`src/rtl/iomem_pkg.sv`:
```
// rtl/iomem_pkg.sv - shared register map and helpers for the iomem timer
//
// Purpose: register byte offsets, CTRL/STATUS bit positions, the COMPARE reset
// value, the register-select enum and a byte-lane merge helper.
// Ports: none (package).

package iomem_pkg;

  localparam logic [7:0] OFF_CTRL     = 8'h00;
  localparam logic [7:0] OFF_PRESCALE = 8'h04;
  localparam logic [7:0] OFF_COUNT    = 8'h08;
  localparam logic [7:0] OFF_COMPARE  = 8'h0C;
  localparam logic [7:0] OFF_STATUS   = 8'h10;

  localparam int CTRL_EN          = 0;
  localparam int CTRL_AUTO_RELOAD = 1;
  localparam int CTRL_IRQ_EN      = 2;

  localparam int STAT_MATCH = 0;
  localparam int STAT_OVF   = 1;

  localparam logic [31:0] COMPARE_RST = 32'hFFFF_FFFF;

  typedef enum logic [2:0] {
    REG_CTRL,
    REG_PRESCALE,
    REG_COUNT,
    REG_COMPARE,
    REG_STATUS,
    REG_NONE
  } reg_sel_e;

  function automatic reg_sel_e decode_reg(input logic [7:0] off);
    case (off)
      OFF_CTRL:     return REG_CTRL;
      OFF_PRESCALE: return REG_PRESCALE;
      OFF_COUNT:    return REG_COUNT;
      OFF_COMPARE:  return REG_COMPARE;
      OFF_STATUS:   return REG_STATUS;
      default:      return REG_NONE;
    endcase
  endfunction

  // Replace only the byte lanes whose strobe bit is set.
  function automatic logic [31:0] wstrb_merge(input logic [31:0] old_val,
                                              input logic [31:0] wdata,
                                              input logic [3:0]  strb);
    logic [31:0] res;
    res = old_val;
    for (int i = 0; i < 4; i++) begin
      if (strb[i]) res[8*i +: 8] = wdata[8*i +: 8];
    end
    return res;
  endfunction

endpackage

```
`src/rtl/iomem_prescaler.sv`:
```
// rtl/iomem_prescaler.sv - 16-bit prescaler producing one tick per PRESCALE+1 cycles
//
// Purpose: counts 0..i_prescale while enabled; o_tick marks the last cycle of
// each period, then the counter returns to 0.
// Ports:
//   clk, resetn   clock, synchronous active-low reset
//   i_en          run enable (holds the count when low)
//   i_clr         synchronous clear; also suppresses the tick that cycle
//   i_prescale    period minus one
//   o_tick        one-cycle tick (combinational from the counter)

module iomem_prescaler (
  input  logic        clk,
  input  logic        resetn,
  input  logic        i_en,
  input  logic        i_clr,
  input  logic [15:0] i_prescale,
  output logic        o_tick
);

  logic [15:0] r_cnt;
  logic        w_hit;

  assign w_hit  = (r_cnt == i_prescale);
  assign o_tick = i_en && !i_clr && w_hit;

  always_ff @(posedge clk) begin
    if (!resetn) begin
      r_cnt <= '0;
    end else if (i_clr) begin
      r_cnt <= '0;
    end else if (i_en) begin
      r_cnt <= w_hit ? 16'd0 : r_cnt + 16'd1;
    end
  end

endmodule

```
`src/rtl/iomem_timer.sv`:
```
// rtl/iomem_timer.sv - PicoRV32 iomem-attached compare timer with interrupt
//
// Purpose: memory-mapped timer with CTRL/PRESCALE/COUNT/COMPARE/STATUS
// registers, one-wait-state iomem slave and a level interrupt.
// Ports:
//   clk, resetn   clock, synchronous active-low reset
//   iomem_valid   request, held until acknowledged
//   iomem_wstrb   byte write strobes (0 = read)
//   iomem_addr    byte address; window selected by BASE_ADDR[31:8]
//   iomem_wdata   write data
//   iomem_ready   registered one-cycle acknowledge
//   iomem_rdata   registered read data, 0 when iomem_ready is low
//   irq           CTRL.IRQ_EN && STATUS.MATCH

module iomem_timer
  import iomem_pkg::*;
#(
  parameter logic [31:0] BASE_ADDR = 32'h0300_0000
) (
  input  logic        clk,
  input  logic        resetn,
  input  logic        iomem_valid,
  input  logic [3:0]  iomem_wstrb,
  input  logic [31:0] iomem_addr,
  input  logic [31:0] iomem_wdata,
  output logic        iomem_ready,
  output logic [31:0] iomem_rdata,
  output logic        irq
);

  logic        r_ready;
  logic [31:0] r_rdata;
  logic [2:0]  r_ctrl;
  logic [15:0] r_prescale;
  logic [31:0] r_count;
  logic [31:0] r_compare;
  logic [1:0]  r_status;

  logic        w_sel;
  reg_sel_e    w_reg;
  logic        w_wr;
  logic        w_wr_ctrl, w_wr_presc, w_wr_count, w_wr_cmp, w_wr_status;
  logic [2:0]  w_ctrl_next;
  logic        w_en_rise;
  logic        w_presc_clr;
  logic        w_tick;
  logic        w_tick_eff;
  logic        w_match;
  logic        w_hit;
  logic        w_step;
  logic        w_wrap;
  logic        w_clr_match, w_clr_ovf;
  logic [31:0] w_rd_val;

  assign w_sel = iomem_valid && (iomem_addr[31:8] == BASE_ADDR[31:8]);
  assign w_reg = decode_reg(iomem_addr[7:0]);

  // The initiator holds valid through the acknowledge cycle, so the write
  // commits on the edge that ends the cycle in which iomem_ready is high.
  assign w_wr        = r_ready && w_sel && (iomem_wstrb != 4'b0000);
  assign w_wr_ctrl   = w_wr && (w_reg == REG_CTRL);
  assign w_wr_presc  = w_wr && (w_reg == REG_PRESCALE);
  assign w_wr_count  = w_wr && (w_reg == REG_COUNT);
  assign w_wr_cmp    = w_wr && (w_reg == REG_COMPARE);
  assign w_wr_status = w_wr && (w_reg == REG_STATUS);

  // All CTRL bits live in byte lane 0.
  assign w_ctrl_next = iomem_wstrb[0] ? iomem_wdata[2:0] : r_ctrl;
  assign w_en_rise   = w_wr_ctrl && w_ctrl_next[CTRL_EN] && !r_ctrl[CTRL_EN];
  assign w_presc_clr = w_wr_presc || w_en_rise;

  iomem_prescaler u_prescaler (
    .clk        (clk),
    .resetn     (resetn),
    .i_en       (r_ctrl[CTRL_EN]),
    .i_clr      (w_presc_clr),
    .i_prescale (r_prescale),
    .o_tick     (w_tick)
  );

  // A software COUNT write discards the whole tick, including its match.
  assign w_tick_eff = w_tick && !w_wr_count;
  assign w_match    = (r_count == r_compare);
  assign w_hit      = w_tick_eff && w_match;
  assign w_step     = w_tick_eff && !w_match;
  assign w_wrap     = w_step && (r_count == 32'hFFFF_FFFF);

  assign w_clr_match = w_wr_status && iomem_wstrb[0] && iomem_wdata[STAT_MATCH];
  assign w_clr_ovf   = w_wr_status && iomem_wstrb[0] && iomem_wdata[STAT_OVF];

  always_comb begin
    w_rd_val = '0;
    case (w_reg)
      REG_CTRL:     w_rd_val = {29'd0, r_ctrl};
      REG_PRESCALE: w_rd_val = {16'd0, r_prescale};
      REG_COUNT:    w_rd_val = r_count;
      REG_COMPARE:  w_rd_val = r_compare;
      REG_STATUS:   w_rd_val = {30'd0, r_status};
      default:      w_rd_val = '0;
    endcase
  end

  always_ff @(posedge clk) begin
    if (!resetn) begin
      r_ready    <= 1'b0;
      r_rdata    <= '0;
      r_ctrl     <= '0;
      r_prescale <= '0;
      r_count    <= '0;
      r_compare  <= COMPARE_RST;
      r_status   <= '0;
    end else begin
      r_ready <= w_sel && !r_ready;
      r_rdata <= (w_sel && !r_ready) ? w_rd_val : 32'd0;

      if (w_wr_ctrl) begin
        r_ctrl <= w_ctrl_next;
      end else if (w_hit && !r_ctrl[CTRL_AUTO_RELOAD]) begin
        r_ctrl[CTRL_EN] <= 1'b0;
      end

      if (w_wr_presc) begin
        if (iomem_wstrb[0]) r_prescale[7:0]  <= iomem_wdata[7:0];
        if (iomem_wstrb[1]) r_prescale[15:8] <= iomem_wdata[15:8];
      end

      if (w_wr_count) begin
        r_count <= wstrb_merge(r_count, iomem_wdata, iomem_wstrb);
      end else if (w_hit) begin
        if (r_ctrl[CTRL_AUTO_RELOAD]) r_count <= '0;
      end else if (w_step) begin
        r_count <= r_count + 32'd1;
      end

      if (w_wr_cmp) begin
        r_compare <= wstrb_merge(r_compare, iomem_wdata, iomem_wstrb);
      end

      // Hardware set takes priority over a same-cycle write-1-to-clear.
      if (w_hit)            r_status[STAT_MATCH] <= 1'b1;
      else if (w_clr_match) r_status[STAT_MATCH] <= 1'b0;

      if (w_wrap)           r_status[STAT_OVF] <= 1'b1;
      else if (w_clr_ovf)   r_status[STAT_OVF] <= 1'b0;
    end
  end

  assign iomem_ready = r_ready;
  assign iomem_rdata = r_rdata;
  assign irq         = r_ctrl[CTRL_IRQ_EN] && r_status[STAT_MATCH];

endmodule

```
`config.mk`:
```
export PLATFORM = sky130hd
export DESIGN_NAME = iomem_timer
export DESIGN_NICKNAME = d
export VERILOG_FILES = /design/src/rtl/iomem_pkg.sv /design/src/rtl/iomem_prescaler.sv /design/src/rtl/iomem_timer.sv
export SDC_FILE = /design/constraint.sdc
export NUM_CORES = 1
export LEC_CHECK = 0
export BUFFER_PORTS_ARGS = -buffer_cell sky130_fd_sc_hd__buf_2
export CELL_PAD_IN_SITES_DETAIL_PLACEMENT = 2
export CELL_PAD_IN_SITES_GLOBAL_PLACEMENT = 2
export CORE_MARGIN = 3
export CORE_UTILIZATION = 37
export CTS_CLUSTER_SIZE = 8
export DETAILED_ROUTE_END_ITERATION = 12
export PLACE_DENSITY_LB_ADDON = 0.1
export SLEW_MARGIN = 20
export SYNTH_ARGS = -nofsm -noshare
export SYNTH_HDL_FRONTEND = slang
export SYNTH_HIERARCHICAL = 1
export SYNTH_SLANG_ARGS = --single-unit
export TNS_END_PERCENT = 20
```
`constraint.sdc`:
```
create_clock -name clk -period 4.2 [get_ports clk]
set_clock_uncertainty 0.15 [all_clocks]
set_input_delay 0 -clock clk [delete_from_list [all_inputs] [get_ports clk]]
set_output_delay 0 -clock clk [all_outputs]
set_load 0.1 [all_outputs]
```
==> results of run 1 <==
==> registers in the layout (all words and copies together) (netlist names) <==
register / flops
r_prescale: 16
iomem_ready: 1
r_ctrl: 3
r_status: 2
r_count: 32
u_prescaler/r_cnt: 16
r_compare: 32
iomem_rdata: 32
==> cell families (layout without fill, tap and decap cells) <==
family	count (synthesis)	in the layout
muxes	40	40
and+or+nand+nor	392	392
AOI/OAI and AO/OA	144	144
DFF	134	134
buffers and inverters	69	197
xor gates and xnor gates	71	71
adders and majority gates	2	2
==> layer usage <==
| metal | share of wire (%) | wire length [um] | track usage, % | vias to the layer above |
|---|---|---|---|---|
| met5 | 0 | 0 | 0 | - |
| met4 | 2.7 | 818 | 9.21 | 0 |
| met3 | 5.2 | 1550 | 5.51 | 56 |
| met2 | 49 | 14600 | 47.8 | 256 |
| met1 | 43 | 13000 | 36.4 | 3688 |
| li1 | - | - | - | 3275 |
==> synthesized netlist by cell type, types with 5 or more instances <==
cell type,number
sky130_fd_sc_hd__o21ai_0,20
sky130_fd_sc_hd__nand4_1,23
sky130_fd_sc_hd__and2_1,7
sky130_fd_sc_hd__inv_1,8
sky130_fd_sc_hd__mux2_2,14
sky130_fd_sc_hd__o211ai_1,5
sky130_fd_sc_hd__xor2_1,51
sky130_fd_sc_hd__buf_6,10
sky130_fd_sc_hd__mux2i_1,23
sky130_fd_sc_hd__clkbuf_1,30
sky130_fd_sc_hd__a31oi_1,7
sky130_fd_sc_hd__xnor2_1,20
sky130_fd_sc_hd__buf_2,16
sky130_fd_sc_hd__nor4_1,16
sky130_fd_sc_hd__and3_1,15
sky130_fd_sc_hd__nor4_2,7
sky130_fd_sc_hd__nand2_1,104
sky130_fd_sc_hd__a22oi_1,36
sky130_fd_sc_hd__dfxtp_1,134
sky130_fd_sc_hd__and4_1,5
sky130_fd_sc_hd__or3_1,9
sky130_fd_sc_hd__a21oi_1,35
sky130_fd_sc_hd__nand3_1,67
sky130_fd_sc_hd__nor2_1,97
sky130_fd_sc_hd__nor3_1,10
==> layout make-up <==
type                            instances  area (sq um)  share of cell area (%)
Inverter                                9          33.8                   0.382
Sequential cell                       134          2680                    30.4
Clock buffer                           21           470                    5.32
Timing Repair Buffer                  156          1010                    11.4
Clock inverter                         11           146                    1.66
Multi-Input combinational cell        649          4170                    47.2
Tap cell                              260           325                    3.68
==> critical path, cell delays in order <==
cell and delay [ns]:
sky130_fd_sc_hd__dlygate4sd3_1 0.53, sky130_fd_sc_hd__buf_2 0.18, sky130_fd_sc_hd__nor4_1 0.52, sky130_fd_sc_hd__and4b_1 0.34, sky130_fd_sc_hd__and2_1 0.34, sky130_fd_sc_hd__o21a_1 0.20
sky130_fd_sc_hd__nor3_1 0.52, sky130_fd_sc_hd__inv_1 0.11, sky130_fd_sc_hd__a31o_2 0.26, sky130_fd_sc_hd__nor3_2 0.42, sky130_fd_sc_hd__buf_4 0.28, sky130_fd_sc_hd__nor4_1 0.07
sky130_fd_sc_hd__or3_1 0.32
==> worst max path at each step <==
stage	to	slack, ns	depth (start not counted)
after floorplan	r_count[19]$_SDFFE_PN0P_	0.94	12
after global placement	r_count[19]$_SDFFE_PN0P_	0.70	11
after detailed placement	r_count[19]$_SDFFE_PN0P_	0.52	12
after CTS	r_count[19]$_SDFFE_PN0P_	0.27	13
after global routing	r_count[19]$_SDFFE_PN0P_	0.02	13
final	r_count[19]$_SDFFE_PN0P_	0.26	13
==> power by group <==
group	leakage [uW]	switching [uW]	internal [uW]	total [uW]
logic	0.00227	82.9	67.4	150
clock network	0.000300	614	984	1600
registers	0.00108	0.000000352	1270	1270
total	0.00365	697	2320	3020
==> through the flow <==
stage	area [sq um]	hold WS, ns	instances	total power [uW]	utilization, %
2_1_floorplan	7210	-0.0258	852	1350	-
3_3_place_gp	7830	0.0763	1169	1420	41.4
3_5_place_dp	7830	0.0908	1169	1420	41.4
4_1_cts	8840	0.00135	1240	3030	46.8
5_1_grt	8840	0.0513	1240	3120	46.8
6_report	8840	0.0118	1240	3020	46.8
==> metrics.md, run 1 <==
| Metric | Value |
|---|---|
| Worst Max-Slew Pin Slew | `0.936 ns` |
| Initial Util | `38.1%` |
| CTS Buf Count | `17` |
| Drc violations | `0` |
| Number of input and output port buffers inserted | `104` |
| Critical path launch point type | `primary input` |
| Hold Path Sink | `iomem_rdata[2]$_SDFF_PN0_` |
| Mux cell area share after synthesis | `6.22%` |
| Area growth from synthesis to layout | `22.6%` |
| Share of the clock period used by the worst path | `93.8%` |
| Overall die height | `146 um` |
| Worst-case vdd ir drop | `259 uV` |
| Worst rel slew slack | `37.4%` |
| Max H-tree Level | `4` |
| Complex-gate fraction of the synthesized area | `14.1%` |
| Full die area | `0.0212 sq mm` |
| Fraction of the mapped netlist area in adder cells | `0.347%` |
| Average instance area after synthesis | `8.46 sq um` |
| CTS resizes | `0` |
| Setup crit end kind | `flop` |
| Highest-count cells in the layout ignoring fill and taps | `134 x sky130_fd_sc_hd__dfxtp_1, 104 x sky130_fd_sc_hd__nand2_1, 104 x sky130_fd_sc_hd__buf_2, 97 x sky130_fd_sc_hd__nor2_1, 67 x sky130_fd_sc_hd__nand3_1` |
| Clock tree from TritonCTS | `built` |
| Total number of placement rows | `50` |
| Startpoint of the lowest-slack hold path | `iomem_addr[6]` |
| Clock slew at reported path FFs | `0.06 ns` |
| Gpl congestion | `0.875` |
| Via Count | `7,275` |
| Combinational family with the most area after synthesis | `simple AND/OR/NAND/NOR gates` |
| Antenna violations before repair | `0` |
| Endpoint of the lowest-slack register-to-register path | `r_count[19]$_SDFFE_PN0P_` |
| Critical path fanouts, max | `11` |
| Fraction of the mapped netlist area in simple logic gates | `28.5%` |
| Number of antenna repair diodes | `0` |
| Synthesized netlist net count | `925` |
| Critical register-to-register path startpoint | `u_prescaler/r_cnt[7]$_SDFFE_PP0P_` |
| Global router's overall resource usage | `28.3%` |
| Cell taking the most area after synthesis | `sky130_fd_sc_hd__dfxtp_1` |
| Starting DRT DRC Count | `516` |
| Xor-xnor portion of the synthesized cell area | `8.63%` |
| Path category of the worst min-delay check | `in2reg` |
| Die outline width | `146 um` |
| Count of mapped cells out of synthesis | `852` |
| Hold Vio Cnt, Final | `0` |
| Count of warnings emitted by yosys | `6` |
| Async set or reset register ratio after synthesis | `0%` |
| Synth Flop Type | `sky130_fd_sc_hd__dfxtp_1` |
| Clock root buffer | `sky130_fd_sc_hd__clkbuf_16` |
| Data arrival time of the critical path | `4.09 ns` |
| Cell Area, Synth | `0.00721 sq mm` |
| Status | `finished, final reports clean` |
| Reported leakage power | `0.00365 uW` |
| Placeable core region | `0.0189 sq mm` |
| Antenna-violating nets left | `0` |
| Leading cell type in the layout, fill and taps excluded | `sky130_fd_sc_hd__dfxtp_1` |
| Proportion of netlist area held by the largest area contributor | `37.2%` |
| First-pass GRT wire length | `47.0 mm` |
| Pin count of the biggest net entering global routing | `69` |
| Endpoint required time on the critical path | `4.35 ns` |
| Sequential area share after synthesis | `37.2%` |
| Fraction of final layout cells sized beyond drive strength 1 | `20.1%` |
| Power Density | `342 mW/mm^2` |
| Synth top area cells | `sky130_fd_sc_hd__dfxtp_1 37%, sky130_fd_sc_hd__xor2_1 6.2%, sky130_fd_sc_hd__nand2_1 5.4%` |
| Setup violators final | `0` |
| Number of synthesized flops with an enable pin | `0` |
| Category of the critical setup timing path | `in2reg` |
| Post CTS Setup Buffer Count | `0` |
| Place WS | `0.516 ns` |
| Hold buffer count at CTS | `39` |
| NumNets Final | `1,040` |
| Number of distinct library cells after synthesis | `77` |
| Via count of the first global-routing pass | `7,862` |
| Unrepaired setup endpoints after global routing | `false` |
| Clk sinks | `134` |
| Reg2reg path depth | `11` |
| Detailed-route wire length | `30.0 mm` |
| Fill cells | `2,088` |
| Total half-perimeter wirelength after legalization and detailed placement | `20.4 mm` |
| Peak clock frequency supported by timing | `254 MHz` |
| Post-DR wirelength/cell | `24.2 um` |
| Clock buffer depth | `2` |
| Launch point of the critical path | `iomem_wstrb[0]` |
| Length of the first detailed-routing pass in iterations | `5` |
| Final critical delay including setup and external delays | `3.94 ns` |
| Summed negative setup slack over all endpoints | `0 ns` |
| Number of max-slew violations in the final report | `0` |
| Detailed-route vias per instance | `5.87` |
| Number of max-capacitance violations reported | `0` |
| Worst R2R Setup Slack | `0.34 ns` |
| Latest clock arrival within the worst-skew pair | `0.43 ns` |
| Hold path depth | `5` |
| IO Count | `105` |
| Final Worst Setup Slack | `0.261 ns` |
| Yosys reg bits | `134` |
| Overflow left after global routing | `0` |
Note: power is estimated with default switching activity, not from simulation.
==> run 2, diff against run 1 <==
Settings changed: ABC_AREA from default to 1, CORE_UTILIZATION 37 to 34, REMOVE_ABC_BUFFERS from default to 1.
==> metrics.md, run 2 <==
| Metric | Value |
|---|---|
| Status | `finished, final reports clean` |
| Worst rel slew slack | `41.7% (+4.3 points)` |
| Fraction of power consumed by sequential logic | `41.9% (-0.2 points)` |
| Number of max-capacitance violations reported | `0 (unchanged)` |
| Pin count of the biggest net entering global routing | `68 (-1.4%)` |
| Data arrival time of the critical path | `3.94 ns (-0.15 ns)` |
| Cell area after layout | `0.0101 sq mm (+14%)` |
| Hold Vio Cnt, Final | `0 (unchanged)` |
| Number of distinct library cells after synthesis | `44 (-43%)` |
| Gpl congestion | `0.855 (-2.2%)` |
| Number of antenna repair diodes | `0 (unchanged)` |
| Placed cell areas | `0.00872 sq mm (+11%)` |
| Area growth from synthesis to layout | `26.0%` |
| Clock tree from TritonCTS | `built` |
| First-pass GRT wire length | `56.7 mm (+21%)` |
| Share of the clock period used by the worst path | `88.3% (-5.5 points)` |
| Setup violators final | `0 (unchanged)` |
| Cell count after placement | `1,659 (+42%)` |
| Cell taking the most area after synthesis | `sky130_fd_sc_hd__dfxtp_1` |
| Leading post-synthesis cells by instance count | `392 x sky130_fd_sc_hd__nand2_1, 189 x sky130_fd_sc_hd__nor2_1, 144 x sky130_fd_sc_hd__inv_1` |
| Detailed-route vias per instance | `5.16 (-12%)` |
| Path category of the worst min-delay check | `in2reg` |
| Worst-case vdd ir drop | `218 uV (-16%)` |
| Detailed-route wire length | `34.9 mm (+16%)` |
| Reported leakage power | `0.00446 uW (+22%)` |
| Die outline width | `159 um (+9.3%)` |
| Number of input and output port buffers inserted | `104 (unchanged)` |
| Critical path launch point type | `primary input` |
| Highest-count cells in the layout ignoring fill and taps | `392 x sky130_fd_sc_hd__nand2_1, 189 x sky130_fd_sc_hd__nor2_1, 144 x sky130_fd_sc_hd__inv_1, 134 x sky130_fd_sc_hd__dfxtp_1, 104 x sky130_fd_sc_hd__buf_2` |
| Clock root buffer | `sky130_fd_sc_hd__clkbuf_16` |
| Cell Area, Synth | `0.00798 sq mm (+11%)` |
| NumNets Final | `1,510 (+45%)` |
| Internal cell power | `2300 uW (-1.0%)` |
| Placeable core region | `0.0228 sq mm (+21%)` |
| CTS resizes | `0 (unchanged)` |
| Proportion of netlist area held by the largest area contributor | `33.6% (-3.6 points)` |
| Average instance area after synthesis | `6.26 sq um (-26%)` |
| Critical Path Sink | `r_prescale[14]$_SDFFE_PN0P_` |
| Count of mapped cells out of synthesis | `1,274 (+50%)` |
| Cell-by-cell listing of the critical path | `dlygate4sd3_1 -> buf_2 -> nor2_1 -> dlygate4sd3_1 -> nand3_1 -> nor2_1 -> nand2_1 -> inv_1 -> buf_4 -> nand3_1 -> a211oi_1 -> dlygate4sd3_1` |
| Clock slew at reported path FFs | `0.06 ns (about the same)` |
| Drc violations | `0 (unchanged)` |
| Post-route non-filler standard cell count | `1,763 (+42%)` |
| Area occupied by registers | `0.00268 sq mm (unchanged)` |
| Clock network fraction of design power | `53.4% (+0.5 points)` |
| Hold buffer count at CTS | `72 (+85%)` |
| Peak clock frequency supported by timing | `270 MHz (+6.2%)` |
| Post CTS Setup Buffer Count | `0 (unchanged)` |
| Count of warnings emitted by yosys | `6 (unchanged)` |
| Via count of the first global-routing pass | `10,218 (+30%)` |
| Worst Max-Slew Pin Slew | `0.873 ns (-0.0632 ns)` |
| Leading cell type in the layout, fill and taps excluded | `sky130_fd_sc_hd__nand2_1` |
| Setup crit end kind | `flop` |
| Total number of placement rows | `55 (+10%)` |
| Launch point of the critical path | `iomem_addr[31]` |
| Latest clock arrival within the worst-skew pair | `0.44 ns (about the same)` |
| Yosys reg bits | `134 (unchanged)` |
| Clock buffer depth | `2 (unchanged)` |
| Antenna-violating nets left | `0 (unchanged)` |
| Reg2reg path depth | `15 (+4)` |
| Category of the critical setup timing path | `in2reg` |
| Unrepaired setup endpoints after global routing | `false` |
| Initial Util | `34.9% (-3.2 points)` |
| Synth Flop Type | `sky130_fd_sc_hd__dfxtp_1` |
| Switching power share of the total | `24.3% (+1.2 points)` |
| Switching pwr | `736 uW (+5.6%)` |
| Endpoint required time on the critical path | `4.43 ns (+0.08 ns)` |
| Worst R2R Setup Slack | `1.17 ns (+0.83 ns)` |
| Overall die height | `159 um (+9.3%)` |
| Final Worst Setup Slack | `0.492 ns (+0.231 ns)` |
| Endpoint of the lowest-slack register-to-register path | `r_count[5]$_SDFFE_PN0P_` |
| Max H-tree Level | `4 (unchanged)` |
| Fraction of final layout cells sized beyond drive strength 1 | `15.2% (-4.9 points)` |
| Critical register-to-register path startpoint | `u_prescaler/r_cnt[8]$_SDFFE_PP0P_` |
| Via Count | `9,097 (+25%)` |
| Synth top area cells | `sky130_fd_sc_hd__dfxtp_1 34%, sky130_fd_sc_hd__nand2_1 18%, sky130_fd_sc_hd__nor2_1 8.9%` |
| Antenna violations before repair | `0 (unchanged)` |
| Async set or reset register ratio after synthesis | `0% (unchanged)` |
| Starting DRT DRC Count | `416 (-19%)` |
| Place WS | `1.26 ns (+0.742 ns)` |
| Post-layout total power | `3030 uW (+0.48%)` |
| Global router's overall resource usage | `27.8% (-0.46 points)` |
| Number of max-slew violations in the final report | `0 (unchanged)` |
| Sequential area share after synthesis | `33.6% (-3.6 points)` |
| IO Count | `105 (unchanged)` |
| Critical path's most frequent cell | `sky130_fd_sc_hd__dlygate4sd3_1` |
| Multi-input combinational cell area | `0.00440 sq mm (+5.4%)` |
| Number of synthesized flops with an enable pin | `0 (unchanged)` |
| Standard cell with the maximum stage delay on the critical path | `sky130_fd_sc_hd__dlygate4sd3_1` |
| Critical path fanouts, max | `21 (+10)` |
| Power Density | `302 mW/mm^2 (-12%)` |
| Most common cell in the netlist | `sky130_fd_sc_hd__nand2_1` |
| Clk sinks | `134 (unchanged)` |
| Overflow left after global routing | `0 (unchanged)` |
| Fill cells | `2,861 (+37%)` |
| Slowest cell delay on critical path | `0.59 ns (+0.06 ns)` |
| Full die area | `0.0253 sq mm (+20%)` |
| Total half-perimeter wirelength after legalization and detailed placement | `23.5 mm (+16%)` |
| CTS Buf Count | `17 (unchanged)` |
| Summed negative setup slack over all endpoints | `0 ns (unchanged)` |
| Combinational group share of total power | `4.7% (-0.3 points)` |
| Post-DR wirelength/cell | `19.8 um (-18%)` |
| Length of the first detailed-routing pass in iterations | `4 (-1)` |
| Final critical delay including setup and external delays | `3.71 ns (-0.231 ns)` |
[run 2: changes by cell type after synthesis, sizes merged, moves of 24 or more]
| cell | change |
|---|---|
| inv | +164 |
| mux2i | -25 |
| a22oi | -36 |
| nand2 | +296 |
| xor2 | -24 |
| nor2 | +111 |
[run 2: worst max-delay path, delay by kind of cell]
kind,cells,cell delay (ns)
buffers and inverters,6,2.30
and+or+nand+nor,5,1.25
AOI/OAI and AO/OA,1,0.37
[run 2: final cells by class]
| type | instances | area share [%] |
|---|---|---|
| sequential | 134 | 26.7 |
| multi-input combinational | 924 | 43.7 |
| tap | 313 | 3.90 |
| clock buffer | 21 | 4.58 |
| inverter | 173 | 6.46 |
| timing repair buffer | 187 | 13.2 |
| clock inverter | 11 | 1.47 |
[run 2: how the worst min path moves through the flow]
stage                    start                          to  slack, ns  cells past startpoint
3_5_place_dp   iomem_wdata[19]  r_compare[19]$_SDFFE_PN1P_       0.14                      3
2_1_floorplan           resetn  r_compare[19]$_SDFFE_PN1P_      -0.07                      1
5_1_grt          iomem_addr[1]      r_ctrl[0]$_SDFFE_PN0P_       0.12                      6
3_3_place_gp   iomem_wdata[26]  r_compare[26]$_SDFFE_PN1P_       0.13                      3
4_1_cts          iomem_addr[0]      r_ctrl[0]$_SDFFE_PN0P_       0.03                      6
6_report         iomem_addr[0]      r_ctrl[0]$_SDFFE_PN0P_       0.06                      6
[run 2: kinds of logic (layout without fill, tap and decap cells)]
group	count (synthesis)	in the layout	synth area share (%)
fa+ha+maj	2	2	0.314
simple gates	754	754	41.2
xor+xnor	32	32	3.51
flops	134	134	33.6
compound gates	136	136	10.1
buf+inv	216	392	11.2
[run 2: power by group through the flow]
stage                     clock network (uW)  logic (uW)  registers, uW
after CTS                               1640         138           1270
final                                   1620         142           1270
after global placement                     0         107           1300
after global routing                    1700         155           1270
after detailed placement                   0         109           1300
after floorplan                            0        32.1           1300
[run 2: stage by stage]
step,hold WS (ns),utilization [%]
2_1_floorplan,-0.0654,-
3_3_place_gp,0.127,38.2
3_5_place_dp,0.135,38.2
4_1_cts,0.0274,44.0
5_1_grt,0.116,44.0
6_report,0.0563,44.0
[run 2: per-layer routing]
layer  up-vias  GRT usage (%)  part of all wire (%)
li1       4352              -                     -
met1      4506           32.7                    42
met2       177           51.5                    52
met3        62           3.54                   2.4
met4         0           10.4                   3.2
met5         -              0                     0
